$ cat src/rtl/hazard_ctrl_pkg.sv
// Shared decode constants, FSM encoding and register-use helpers for the
// decode-stage hazard controller and its load-use detector.
package hazard_ctrl_pkg;

  localparam int unsigned INST_W = 32;
  localparam int unsigned XLEN   = 32;
  localparam int unsigned REG_W  = 5;
  localparam int unsigned OPC_W  = 7;
  localparam int unsigned F3_W   = 3;

  localparam logic [OPC_W-1:0] OPCODE_LOAD     = 7'b0000011;
  localparam logic [OPC_W-1:0] OPCODE_MISC_MEM = 7'b0001111;
  localparam logic [OPC_W-1:0] OPCODE_OP_IMM   = 7'b0010011;
  localparam logic [OPC_W-1:0] OPCODE_AUIPC    = 7'b0010111;
  localparam logic [OPC_W-1:0] OPCODE_STORE    = 7'b0100011;
  localparam logic [OPC_W-1:0] OPCODE_OP       = 7'b0110011;
  localparam logic [OPC_W-1:0] OPCODE_LUI      = 7'b0110111;
  localparam logic [OPC_W-1:0] OPCODE_BRANCH   = 7'b1100011;
  localparam logic [OPC_W-1:0] OPCODE_JALR     = 7'b1100111;
  localparam logic [OPC_W-1:0] OPCODE_JAL      = 7'b1101111;
  localparam logic [OPC_W-1:0] OPCODE_SYSTEM   = 7'b1110011;

  localparam logic [INST_W-1:0] NOP_INST = 32'h0000_0013;

  typedef enum logic {
    ST_RUN  = 1'b0,
    ST_HALT = 1'b1
  } state_e;

  // Register-read usage by opcode; shared with the forwarding unit.
  function automatic logic uses_rs1(input logic [OPC_W-1:0] opcode);
    return !((opcode == OPCODE_LUI) || (opcode == OPCODE_AUIPC) ||
             (opcode == OPCODE_JAL));
  endfunction

  function automatic logic uses_rs2(input logic [OPC_W-1:0] opcode);
    return (opcode == OPCODE_OP) || (opcode == OPCODE_STORE) ||
           (opcode == OPCODE_BRANCH);
  endfunction

endpackage

$ cat src/rtl/hazard_ctrl_load_use_detect.sv
// Combinational load-use hazard detect between the IF/ID instruction and a
// load sitting in EX. Takes only the instruction fields it actually decodes.
module hazard_ctrl_load_use_detect
  import hazard_ctrl_pkg::*;
(
  input  logic [OPC_W-1:0] opcode_i,
  input  logic [REG_W-1:0] rs1_i,
  input  logic [REG_W-1:0] rs2_i,
  input  logic             id_valid_i,
  input  logic             ex_mem_read_i,
  input  logic [REG_W-1:0] ex_rd_i,
  output logic             load_use_o
);

  logic rs1_hit;
  logic rs2_hit;

  assign rs1_hit = uses_rs1(opcode_i) && (rs1_i == ex_rd_i);
  assign rs2_hit = uses_rs2(opcode_i) && (rs2_i == ex_rd_i);

  // x0 never carries a real dependency.
  assign load_use_o = id_valid_i && ex_mem_read_i && (ex_rd_i != '0) &&
                      (rs1_hit || rs2_hit);

endmodule

$ cat src/rtl/hazard_ctrl.sv
// Decode-stage pipeline controller: owns the IF/ID register, stalls on
// load-use, flushes on EX redirects, halts on ECALL/EBREAK until resume.
module hazard_ctrl
  import hazard_ctrl_pkg::*;
#(
  parameter int unsigned       CNT_W    = 16,
  parameter logic [INST_W-1:0] NOP_INST = hazard_ctrl_pkg::NOP_INST
) (
  input  logic              clk_i,
  input  logic              rst_i,
  input  logic              if_valid_i,
  input  logic [INST_W-1:0] if_inst_i,
  input  logic [XLEN-1:0]   if_pc_i,
  input  logic              ex_mem_read_i,
  input  logic [REG_W-1:0]  ex_rd_i,
  input  logic              ex_redirect_i,
  input  logic              resume_i,
  output logic [INST_W-1:0] id_inst_o,
  output logic [XLEN-1:0]   id_pc_o,
  output logic              id_valid_o,
  output logic              pc_write_o,
  output logic              id_ex_bubble_o,
  output logic              halted_o,
  output logic [CNT_W-1:0]  stall_cnt_o,
  output logic [CNT_W-1:0]  flush_cnt_o
);

  state_e            state_q;
  state_e            state_d;
  logic [INST_W-1:0] inst_q;
  logic [XLEN-1:0]   pc_q;
  logic              valid_q;
  logic              halted_q;
  logic [CNT_W-1:0]  stall_cnt_q;
  logic [CNT_W-1:0]  flush_cnt_q;

  logic              load_use;
  logic              sys_halt;
  logic              ifid_load;
  logic              ifid_flush;
  logic              stall_inc;
  logic              flush_inc;

  hazard_ctrl_load_use_detect u_load_use_detect (
    .opcode_i      (inst_q[6:0]),
    .rs1_i         (inst_q[19:15]),
    .rs2_i         (inst_q[24:20]),
    .id_valid_i    (valid_q),
    .ex_mem_read_i (ex_mem_read_i),
    .ex_rd_i       (ex_rd_i),
    .load_use_o    (load_use)
  );

  // ECALL and EBREAK share opcode SYSTEM with funct3 zero.
  assign sys_halt = valid_q && (inst_q[6:0] == OPCODE_SYSTEM) &&
                    (inst_q[14:12] == F3_W'(0));

  // Next-state and per-cycle pipeline control.
  always_comb begin
    state_d        = state_q;
    pc_write_o     = 1'b1;
    id_ex_bubble_o = 1'b0;
    ifid_load      = 1'b0;
    ifid_flush     = 1'b0;
    stall_inc      = 1'b0;
    flush_inc      = 1'b0;
    if (rst_i) begin
      id_ex_bubble_o = 1'b1;
    end else begin
      unique case (state_q)
        ST_RUN: begin
          if (ex_redirect_i) begin
            id_ex_bubble_o = 1'b1;
            ifid_flush     = 1'b1;
            flush_inc      = 1'b1;
          end else if (sys_halt) begin
            pc_write_o     = 1'b0;
            id_ex_bubble_o = 1'b1;
            state_d        = ST_HALT;
          end else if (load_use) begin
            pc_write_o     = 1'b0;
            id_ex_bubble_o = 1'b1;
            stall_inc      = 1'b1;
          end else begin
            ifid_load = 1'b1;
          end
        end
        ST_HALT: begin
          pc_write_o     = 1'b0;
          id_ex_bubble_o = 1'b1;
          if (resume_i) begin
            pc_write_o = 1'b1;
            ifid_load  = 1'b1;
            state_d    = ST_RUN;
          end
        end
        default: state_d = ST_RUN;
      endcase
    end
  end

  // State, IF/ID register and saturating performance counters.
  always_ff @(posedge clk_i) begin
    if (rst_i) begin
      state_q     <= ST_RUN;
      halted_q    <= 1'b0;
      inst_q      <= NOP_INST;
      pc_q        <= '0;
      valid_q     <= 1'b0;
      stall_cnt_q <= '0;
      flush_cnt_q <= '0;
    end else begin
      state_q  <= state_d;
      halted_q <= (state_d == ST_HALT);
      if (ifid_flush) begin
        inst_q  <= NOP_INST;
        pc_q    <= '0;
        valid_q <= 1'b0;
      end else if (ifid_load) begin
        inst_q  <= if_valid_i ? if_inst_i : NOP_INST;
        pc_q    <= if_pc_i;
        valid_q <= if_valid_i;
      end
      if (stall_inc && (stall_cnt_q != '1)) begin
        stall_cnt_q <= stall_cnt_q + CNT_W'(1);
      end
      if (flush_inc && (flush_cnt_q != '1)) begin
        flush_cnt_q <= flush_cnt_q + CNT_W'(1);
      end
    end
  end

  assign id_inst_o   = inst_q;
  assign id_pc_o     = pc_q;
  assign id_valid_o  = valid_q;
  assign halted_o    = halted_q;
  assign stall_cnt_o = stall_cnt_q;
  assign flush_cnt_o = flush_cnt_q;

endmodule

$ cat config.mk
export PLATFORM = sky130hd
export DESIGN_NAME = hazard_ctrl
export DESIGN_NICKNAME = d
export VERILOG_FILES = /design/src/rtl/hazard_ctrl_pkg.sv /design/src/rtl/hazard_ctrl_load_use_detect.sv /design/src/rtl/hazard_ctrl.sv
export SDC_FILE = /design/constraint.sdc
export NUM_CORES = 1
export LEC_CHECK = 0
export CAP_MARGIN = 0
export CORE_MARGIN = 1
export CORE_UTILIZATION = 33
export CTS_CLUSTER_DIAMETER = 50
export DETAILED_ROUTE_END_ITERATION = 8
export MAX_ROUTING_LAYER = met4
export PLACE_DENSITY_LB_ADDON = 0.08
export RECOVER_POWER = 50
export SLEW_MARGIN = 20
export SYNTH_ARGS = -nofsm -noshare
export SYNTH_HDL_FRONTEND = slang
export SYNTH_SLANG_ARGS = --single-unit
$ cat constraint.sdc
create_clock -name clk_i -period 6.4 [get_ports clk_i]
set_input_delay 1.28 -clock clk_i [delete_from_list [all_inputs] [get_ports clk_i]]
set_output_delay 1.28 -clock clk_i [all_outputs]
set_load 0.01 [all_outputs]
==> qor.txt <==
Die area - 0.0134 sq mm
CTS Hold Bufs - 0
Sequential fraction of the synthesis area - 45.9%
Multi-input gate area - 0.00213 sq mm
Met3 Wirelength - 1020 microns
Clock Pin Slew Worst Setup and Hold Paths - 0.07 ns
Yosys top cell by area - dfxtp_1
Setup Buffers After CTS - 0
Final period utilization - 85.7%
Finish-stage setup viols - 0
Post-route setup slack - 0.914 ns
Synth Area per Inst - 8.39 sq um
Post-Synthesis Cells - 509
Antenna-violating nets left - 0
Critical path fanouts, max - 42
Power, Total - 1.40 mW
FF+latch area - 0.00196 sq mm
Fillcell total - 1253
Failing checks - max-capacitance violations, max-slew violations
Gpl congestion - 0.832
Ratio of cells with drive above 1 in the final layout - 6.12%
CORE AREA - 0.0126 sq mm
Met2 wire length - 5670 microns
Detailed placer's ending HPWL - 8630 microns
Top Layer Used - met4
Largest net degree at the start of global routing - 47
Cell variety after synth - 49
Crit path top cell by count - clkdlybuf4s50_1
Net count of the finished layout - 742
Cts repair resizes - 0
Min Hold Slack - 0.445 ns
Fin crit period - 5.49 ns
Via count - 4110
IO buf count - 174
Status - complete, but fails checks
Initial DRC Count - 216
Register bit total from synthesis - 98
Wirelength per Cell - 14.8 microns
# diodes - 0
Slew of the pin with the lowest slew margin - 1.80 ns
M1 WL - 5620 microns
First-pass GRT wire length - 19600 microns
Initial Util - 33.8%
Slew headroom - -20.2%
F_max - 182 MHz
Total CTS buffers - 9
Drc violations - 0
Sink Count - 98
RSZ-0062 raised after global routing - no
Async set-reset flop share out of synthesis - 0%
Top cells by count, synth - 110 x nand2_1, 98 x dfxtp_1, 67 x a21oi_1
Rows - 41
Post-Route WL - 12500 microns
Synthesis Warnings - 0
IO Pins - 175
Clock tree from TritonCTS - done
Post-synth EDFFs - 0
Data arrival, critical path - 4.21 ns
Synthesized net count - 586
CP Launch Type - primary input
Critical path cell sequence - clkdlybuf4s50_1 -> clkbuf_1 -> nor3_1 -> a21oi_1 -> clkdlybuf4s50_1
Dpl ws - 1.33 ns
Cell area after synthesis - 0.00427 sq mm
CP top delay family - buffers and inverters
Final hold violation count - 0
P per Cell Area - 217 mW/mm^2
Slowest stage cell on the critical path - clkbuf_1
Max clock buf depth - 2
Via/cell ratio - 4.88
Clk root buf - clkbuf_16
Ys flop type - dfxtp_1
Hold Path Class - reg2reg
Post-synth top area share - 45.9%
Max_cap viols - 1
Tot GR Track Use - 19.7%
Fin. max-slew vios - 43
Area Growth Syn to Fin - 51.0%
Slowest stage delay, CP - 1.29 ns
Skew final - 0.00914 ns
Leakage power - 2.54 nW
TritonRoute pass-1 iters - 4
Die width - 116 microns
Worst path bufs/invs - 3
Vias in the first global route - 4000
H-tree Lvls - 3
Fin Setup TNS - 0 ns
Die Ht - 116 microns
CP required - 5.12 ns
Initial antenna violation count - 0
Clk_lat worst skew - 0.35 ns
Gr ovfl total - 0
Worst-case vdd ir drop - 0.130 mV
Count leader, synth - nand2_1
Crit end category - output port
Top cells by area, synth - dfxtp_1 46%, nand2_1 9.7%, a21oi_1 7.9%
Crit path kind - in2out
==> worst register-to-register path, stage by stage (launching register included) <==
cell       delay [ns]
dfxtp_1          0.34
xor2_1           0.18
nor4_2           0.41
o2111ai_4        0.41
a32oi_4          0.82
buf_4            0.54
nand2_1          0.15
a21oi_1          0.15
==> layout by cell type, fill, tap and decap left out, types with 5 or more instances in the layout <==
cell             instances
clkbuf_16                9
nor4_1                   5
dlygate4sd3_1           96
xnor2_1                 25
nor3_1                   6
a21oi_1                 67
nand2_1                110
nor2_1                  37
nor3b_1                  5
nand4_1                  6
dfxtp_1                 98
nand3_1                 43
inv_1                    6
and3_1                   5
clkdlybuf4s50_1         77
xor2_1                   9
==> layer usage <==
layer / up-vias / global-route usage (%)
li1: 2068 / -
met1: 1887 / 23.6
met2: 139 / 31.0
met3: 16 / 5.91
met4: 0 / 7.52
met5: - / -
==> through the flow <==
step / cells / instance area, sq um / util [%]
floorplan: 509 / 4270 / -
global route: 842 / 6450 / 51.1
detailed placement: 826 / 6100 / 48.3
CTS: 842 / 6450 / 51.1
global placement: 826 / 6100 / 48.4
finish: 842 / 6450 / 51.1
==> path summary, 6_finish.rpt <==
kind                                                   end  cells after the start  slack [ns]                  startpoint
worst max register to register  id_inst_o[13]$_SDFFE_PP0P_                      7        3.33  id_inst_o[23]$_SDFFE_PP0P_
worst max-delay path                            pc_write_o                      5        0.91                       rst_i
worst min-delay path              id_pc_o[22]$_SDFFE_PP0P_                      2        0.45    id_pc_o[22]$_SDFFE_PP0P_
worst min register to register    id_pc_o[22]$_SDFFE_PP0P_                      2        0.45    id_pc_o[22]$_SDFFE_PP0P_
==> sequential cells by signal, summed over array words and instances, names as in the netlist <==
name	count
flush_cnt_o	16
halted_o	1
id_inst_o	32
id_pc_o	32
id_valid_o	1
stall_cnt_o	16
==> report_power, final <==
part           internal (mW)  total, mW  switching (mW)
sequential             0.624      0.635          0.0100
clock                  0.394      0.632           0.238
combinational         0.0751      0.130          0.0546
total                   1.09       1.40           0.303
==> logic make-up after synthesis <==
| family | share of synthesized area, % |
|---|---|
| compound gates | 15.1 |
| xor+xnor | 6.97 |
| fa+ha+maj | 0.586 |
| buf+inv | 4.39 |
| flops | 45.9 |
| mux | 0.762 |
| simple gates | 26.2 |
==> cell type report <==
class                           count  share of cell area, %
Clock inverter                      6                   1.75
Sequential cell                    98                   30.4
Inverter                            6                  0.349
Multi-Input combinational cell    372                   33.1
Clock buffer                       10                   3.71
Tap cell                          172                   3.34
Timing Repair Buffer              178                   27.3
No activity file was read; power rests on OpenSTA's default activity.
